## src/rtl/muldiv_if.sv

```systemverilog
// Handshake and result bundle between a requester and the iterative multiply/divide unit.
interface muldiv_if #(
    parameter int WIDTH = 32
);
    logic             start;
    logic [1:0]       op;
    logic [WIDTH-1:0] a;
    logic [WIDTH-1:0] b;
    logic             busy;
    logic             done;
    logic             hi_lo_write;
    logic [WIDTH-1:0] hi_out;
    logic [WIDTH-1:0] lo_out;

    modport master (
        output start, op, a, b,
        input  busy, done, hi_lo_write, hi_out, lo_out
    );

    modport slave (
        input  start, op, a, b,
        output busy, done, hi_lo_write, hi_out, lo_out
    );
endinterface

```

## src/rtl/muldiv_unit.sv

```systemverilog
// Iterative MULT/MULTU/DIV/DIVU unit feeding the HI/LO register pair.
// One bit per cycle on operand magnitudes, followed by a single sign-fix cycle.
module muldiv_unit #(
    parameter int WIDTH = 32,
    parameter int CNT_W = 6
) (
    input  logic     clk,
    input  logic     rst_n,
    muldiv_if.slave  bus
);
    typedef enum logic [1:0] {IDLE, CALC, FIX, DONE} state_t;

    state_t             state, state_nx;
    logic [CNT_W-1:0]   cnt;
    logic [1:0]         op_q;
    logic               neg_a, neg_b;
    logic [WIDTH-1:0]   opnd;
    logic [2*WIDTH-1:0] acc;
    logic [WIDTH-1:0]   hi_q, lo_q;

    logic               in_signed, in_div, div_zero;
    logic [WIDTH:0]     mul_sum;
    logic [2*WIDTH:0]   mul_ext;
    logic [2*WIDTH:0]   div_sh;
    logic [WIDTH:0]     div_diff;
    logic [2*WIDTH-1:0] step_nx;
    logic [2*WIDTH-1:0] prod_fix;
    logic [WIDTH-1:0]   quot_fix, rem_fix;

    function automatic logic [WIDTH-1:0] magnitude(input logic [WIDTH-1:0] v, input logic is_signed);
        logic signed [WIDTH-1:0] s;
        s = signed'(v);
        // The most negative value maps onto itself and is then read as unsigned.
        return (is_signed && s < 0) ? unsigned'(-s) : v;
    endfunction

    function automatic logic [WIDTH-1:0] negate_w(input logic [WIDTH-1:0] v, input logic n);
        return n ? (~v + 1'b1) : v;
    endfunction

    function automatic logic [2*WIDTH-1:0] negate_2w(input logic [2*WIDTH-1:0] v, input logic n);
        return n ? (~v + 1'b1) : v;
    endfunction

    assign in_signed = ~bus.op[0];
    assign in_div    = bus.op[1];
    assign div_zero  = in_div && (bus.b == '0);

    // Shift-add step: upper half plus carry absorbs the multiplicand, then everything shifts right.
    assign mul_sum  = {1'b0, acc[2*WIDTH-1:WIDTH]} + {1'b0, opnd};
    assign mul_ext  = acc[0] ? {mul_sum, acc[WIDTH-1:0]} : {1'b0, acc};

    // Restoring step: {rem, quot} shifted left, keep the trial difference when it stays non-negative.
    assign div_sh   = {acc, 1'b0};
    assign div_diff = div_sh[2*WIDTH:WIDTH] - {1'b0, opnd};

    always_comb begin
        step_nx = mul_ext[2*WIDTH:1];
        if (op_q[1]) begin
            step_nx = div_diff[WIDTH] ? div_sh[2*WIDTH-1:0]
                                      : {div_diff[WIDTH-1:0], div_sh[WIDTH-1:1], 1'b1};
        end
    end

    assign prod_fix = negate_2w(acc, (neg_a ^ neg_b) && op_q == 2'b00);
    assign quot_fix = negate_w(acc[WIDTH-1:0], (neg_a ^ neg_b) && op_q == 2'b10);
    assign rem_fix  = negate_w(acc[2*WIDTH-1:WIDTH], neg_a && op_q == 2'b10);

    always_ff @(posedge clk or negedge rst_n) begin
        if (!rst_n) state <= IDLE;
        else        state <= state_nx;
    end

    always_comb begin
        state_nx = state;
        case (state)
            IDLE: if (bus.start) state_nx = div_zero ? DONE : CALC;
            CALC: if (cnt == CNT_W'(WIDTH - 1)) state_nx = FIX;
            FIX:  state_nx = DONE;
            DONE: state_nx = IDLE;
            default: state_nx = IDLE;
        endcase
    end

    always_comb begin
        bus.busy        = (state != IDLE);
        bus.done        = (state == DONE);
        bus.hi_lo_write = (state == DONE);
        bus.hi_out      = hi_q;
        bus.lo_out      = lo_q;
    end

    always_ff @(posedge clk or negedge rst_n) begin
        if (!rst_n) begin
            cnt   <= '0;
            op_q  <= '0;
            neg_a <= 1'b0;
            neg_b <= 1'b0;
            opnd  <= '0;
            acc   <= '0;
            hi_q  <= '0;
            lo_q  <= '0;
        end else begin
            case (state)
                IDLE: if (bus.start) begin
                    op_q  <= bus.op;
                    neg_a <= in_signed && bus.a[WIDTH-1];
                    neg_b <= in_signed && bus.b[WIDTH-1];
                    cnt   <= '0;
                    if (in_div) begin
                        acc  <= {{WIDTH{1'b0}}, magnitude(bus.a, in_signed)};
                        opnd <= magnitude(bus.b, in_signed);
                    end else begin
                        acc  <= {{WIDTH{1'b0}}, magnitude(bus.b, in_signed)};
                        opnd <= magnitude(bus.a, in_signed);
                    end
                    if (div_zero) begin
                        hi_q <= bus.a;
                        lo_q <= '1;
                    end
                end
                CALC: begin
                    acc <= step_nx;
                    cnt <= cnt + 1'b1;
                end
                FIX: begin
                    if (op_q[1]) begin
                        hi_q <= rem_fix;
                        lo_q <= quot_fix;
                    end else begin
                        hi_q <= prod_fix[2*WIDTH-1:WIDTH];
                        lo_q <= prod_fix[WIDTH-1:0];
                    end
                end
                default: ;
            endcase
        end
    end
endmodule

```

## src/flat_wrapper.sv

```systemverilog
// flat-port wrapper written by rule: the top's interface ports become plain ports
module muldiv_unit_flat 
#(
    parameter int WIDTH = 32,
    parameter int CNT_W = 6
)
  (clk, rst_n, bus_start, bus_op, bus_a, bus_b, bus_busy, bus_done, bus_hi_lo_write, bus_hi_out, bus_lo_out);
  muldiv_if #(.WIDTH(WIDTH)) bus_i ();
  input  logic clk;
  input  logic rst_n;
  input wire logic [$bits(bus_i.start)-1:0] bus_start;
  input wire logic [$bits(bus_i.op)-1:0] bus_op;
  input wire logic [$bits(bus_i.a)-1:0] bus_a;
  input wire logic [$bits(bus_i.b)-1:0] bus_b;
  output wire logic [$bits(bus_i.busy)-1:0] bus_busy;
  output wire logic [$bits(bus_i.done)-1:0] bus_done;
  output wire logic [$bits(bus_i.hi_lo_write)-1:0] bus_hi_lo_write;
  output wire logic [$bits(bus_i.hi_out)-1:0] bus_hi_out;
  output wire logic [$bits(bus_i.lo_out)-1:0] bus_lo_out;
  assign bus_i.start = bus_start;
  assign bus_i.op = bus_op;
  assign bus_i.a = bus_a;
  assign bus_i.b = bus_b;
  assign bus_busy = bus_i.busy;
  assign bus_done = bus_i.done;
  assign bus_hi_lo_write = bus_i.hi_lo_write;
  assign bus_hi_out = bus_i.hi_out;
  assign bus_lo_out = bus_i.lo_out;
  muldiv_unit #(.WIDTH(WIDTH), .CNT_W(CNT_W)) u_core (.clk(clk), .rst_n(rst_n), .bus(bus_i));
endmodule
```

## config.mk

```make
export PLATFORM = sky130hd
export DESIGN_NAME = muldiv_unit_flat
export DESIGN_NICKNAME = d
export VERILOG_FILES = /design/src/rtl/muldiv_if.sv /design/src/rtl/muldiv_unit.sv /design/src/flat_wrapper.sv
export SDC_FILE = /design/constraint.sdc
export NUM_CORES = 1
export LEC_CHECK = 0
export BUFFER_PORTS_ARGS = -buffer_cell sky130_fd_sc_hd__buf_2
export CAP_MARGIN = 20
export CORE_UTILIZATION = 50
export DETAILED_ROUTE_END_ITERATION = 10
export GPL_TIMING_DRIVEN = 0
export HOLD_SLACK_MARGIN = 0.15
export MAX_ROUTING_LAYER = met4
export PLACE_DENSITY = 0.69
export SLEW_MARGIN = 10
export SYNTH_ARGS = -nofsm -noshare
export SYNTH_HDL_FRONTEND = slang
export SYNTH_SLANG_ARGS = --single-unit
```

## constraint.sdc

```tcl
create_clock -name clk -period 5.65 [get_ports clk]
set_input_delay 0.2825 -clock clk [delete_from_list [all_inputs] [get_ports clk]]
set_output_delay 0.2825 -clock clk [all_outputs]
set_load 0.005 [all_outputs]
```

==> reports/qor.yml <==
status:
  outcome: "finished, violations left"
  violations: "design-rule violations"
route:
  drt_iter0_drc: 1789
  routed_wl_um: 57200
  final_antenna_net_count: 0
  firstDrtPassIters: 11
  num_vias: 15600
  via_per_inst: 6.35
  route.detailed.drc: 2
  wl_per_cell_um: 23.3
run:
  maxCapViolations: 0
critical_path:
  startpoint_type: "register"
  cp.required_ns: 5.98
  critPathMaxFanout: 10
  worstSetupStartpoint: "u_core.acc[31]"
  crit_type: "register to register"
  worstReg2RegStart: "u_core.acc[31]"
  worstPathArrival_ns: 5.12
  endpoint_kind: "register"
synthesis:
  synthFlopType: "dfrtp_1"
  syn_area_per_cell_um2: 7.93
  ys_types: 89
  synth-async-reset-ratio: 1.00
  syn_nets: 2037
  syn_inst: 1893
  synth_edf_count: 0
  ys_seq_elements: 172
  yosysSeqAreaShare: 0.287
  ys_warn_count: 0
  syn_area_um2: 15000
finish:
  final_common_cell: "a21oi_1"
  final_area_um2: 16800
  drive_gt1_frac: 0.116
  area_growth_pct: 12.2
  final_cells: 2452
  most-common-layout-cells: "a21oi_1, nor2_1, dfrtp_1, nand2_1, o21ai_0"
  antenna_cells: 0
  layout.nets: 2193
sta:
  finalSetupTns_ns: 0
  clock_skew_ns: 0.00914
  drv_slew: 0
  clock.fmax_mhz: 209
  setup_ws_ns: 0.857
  rsz0062_at_grt: "false"
  min_period_ns: 4.79
  worst_slew_pin_slew_ns: 1.01
  timing.final.crit_share: 0.848
  relSlewSlack: 0.311
  setup_viol: 0
  holdWs_ns: 0.196
  final_hold_viol_count: 0
floorplanning:
  die_x_um: 175
  start_util: 0.508
  io_pins: 136
  rows: 63
  die_area_um2: 30700
  die_height_um: 175
  coreArea_um2: 29600
pwr:
  power_density_nw_per_um2: 676
  power_leakage_nw: 7.19
  ir_drop_v: 0.000354
cts:
  cts_sinks: 172
  cts_buffers: 17
  htreeDepth: 4
  cts_tree: "done"
  clk_pin_slew_worst_paths_ns: 0.07
  clk-insertion-delay-late_ns: 0.46
  cts-root-buf: "clkbuf_16"
  cts.path.max_buffers: 2
  post-cts-setup-buffers: 0
  cts.repair.resized: 0
place:
  io_buffers: 135
  placedCellCount: 2419
  dp_hpwl_um: 44900
  globalplace.congestion: 1.07
  placed_area_um2: 16200
  place_ws_ns: 1.05
global_route:
  grt_pass1_wl_um: 85600
  antenna_found_initial: 0
  grt_usage: 0.382
  overflow: 0
  grt_pass1_vias: 14300
  grt_max_degree: 99
worst_hold_path:
  worst_hold_path_type: "input pin to register"
  min_from: "bus_a[3]"
==> path summary, 6_finish.rpt <==
path                       slack [ns]  depth (start not counted)              endpoint
max reg2reg                      0.86                         14        u_core.acc[63]
min in group asynchronous        0.38                          2  u_core.bus.hi_out[9]
min                              0.20                          3  u_core.bus.hi_out[3]
min reg2reg                      0.48                          1  u_core.bus.hi_out[2]
max                              0.86                         14        u_core.acc[63]
max in group asynchronous        4.35                          3       u_core.opnd[31]
==> metal layers <==
layer  track usage  vias to the layer above  part of all wire
met2         0.588                      816              0.45
met4         0.172                        0             0.044
met3        0.0424                      130             0.083
met5             -                        -                 0
met1         0.503                     7478              0.42
li1              -                     7149                 -
==> timing repair <==
item / 4_1_cts / 5_1_grt
endpoints found under the hold margin: 74 / 0
hold buffers: 1 / 0
endpoints found under the setup margin: 0 / 0
==> synthesized netlist by cell type, types with 8 or more instances <==
| library cell | count | area [um2] |
|---|---|---|
| o211ai_1 | 16 | 120 |
| o21a_1 | 9 | 67.6 |
| a21oi_1 | 206 | 1030 |
| o221ai_1 | 9 | 78.8 |
| a22o_1 | 8 | 70.1 |
| mux2i_1 | 54 | 541 |
| and3_1 | 9 | 56.3 |
| mux2_2 | 27 | 304 |
| clkbuf_1 | 86 | 323 |
| nor3b_1 | 14 | 105 |
| a31oi_1 | 41 | 257 |
| nand2b_1 | 20 | 125 |
| ha_1 | 73 | 913 |
| or4_1 | 9 | 67.6 |
| buf_1 | 13 | 48.8 |
| o21ai_1 | 10 | 50.1 |
| o31ai_1 | 21 | 158 |
| nand3_1 | 19 | 95.1 |
| o41ai_1 | 9 | 78.8 |
| nand2_1 | 160 | 601 |
| nand4_1 | 12 | 75.1 |
| nor2b_1 | 21 | 131 |
| a21o_1 | 41 | 308 |
| nor4_1 | 14 | 87.6 |
| inv_1 | 73 | 274 |
| nor3_1 | 34 | 170 |
| or3_1 | 14 | 87.6 |
| o21ai_0 | 159 | 796 |
| a211oi_1 | 36 | 270 |
| dfrtp_1 | 172 | 4300 |
| buf_2 | 15 | 75.1 |
| nor2_1 | 200 | 751 |
| xor2_1 | 63 | 552 |
| xnor2_1 | 111 | 972 |
==> per-stage QoR <==
stage                      util  power [W]
final                     0.570     0.0114
after global routing      0.570     0.0121
after CTS                 0.570     0.0112
after detailed placement  0.548    0.00987
after global placement    0.547    0.00975
after floorplan               -    0.00753
==> kinds of logic (layout without fill, tap and decap cells) <==
group | Yosys count | after routing | share of synthesized area
AOI/OAI and AO/OA | 641 | 641 | 0.266
and+or+nand+nor | 557 | 557 | 0.174
buffers and inverters | 192 | 361 | 0.0503
xor gates and xnor gates | 175 | 175 | 0.103
DFF | 172 | 172 | 0.287
muxes | 81 | 81 | 0.0563
adders and majority gates | 75 | 75 | 0.0635
==> power breakdown <==
part           switching [W]  total, W  internal [W]  leakage (nW)
clock network       0.000582   0.00130      0.000720         0.310
registers           0.000711   0.00248       0.00176          2.03
logic                0.00470   0.00761       0.00291          4.85
total                0.00599    0.0114       0.00540          7.19
==> critical path, cell delays in order (launching register included) <==
cell and delay [ns]:
dfrtp_1 0.50, inv_1 0.21, ha_1 0.29, fa_1 0.41
nor2b_1 0.18, o31ai_1 0.17, a2bb2oi_1 0.43, a31oi_1 0.36
o21ba_2 0.33, xnor2_2 0.40, buf_2 0.44, buf_2 0.43
nor2_1 0.18, a22oi_1 0.19, o211ai_1 0.11
==> sequential cells by signal (all words and copies together), names as in the netlist, 2 cells and up <==
signal,flops
u_core.bus.hi_out,32
u_core.op_q,2
u_core.bus.lo_out,32
u_core.acc,64
u_core.cnt,6
u_core.state,2
u_core.opnd,32
==> layout make-up <==
class / instances / area [um2]
inverters: 75 / 282
plain buffers: 117 / 473
clock inverters: 14 / 183
flip-flops and latches: 172 / 4300
repair buffers: 137 / 723
clock buffers: 18 / 439
multi-input cells: 1529 / 9950
fillers: 2876 / 12700
well taps: 390 / 488
Power figures use the tool's default switching activity.
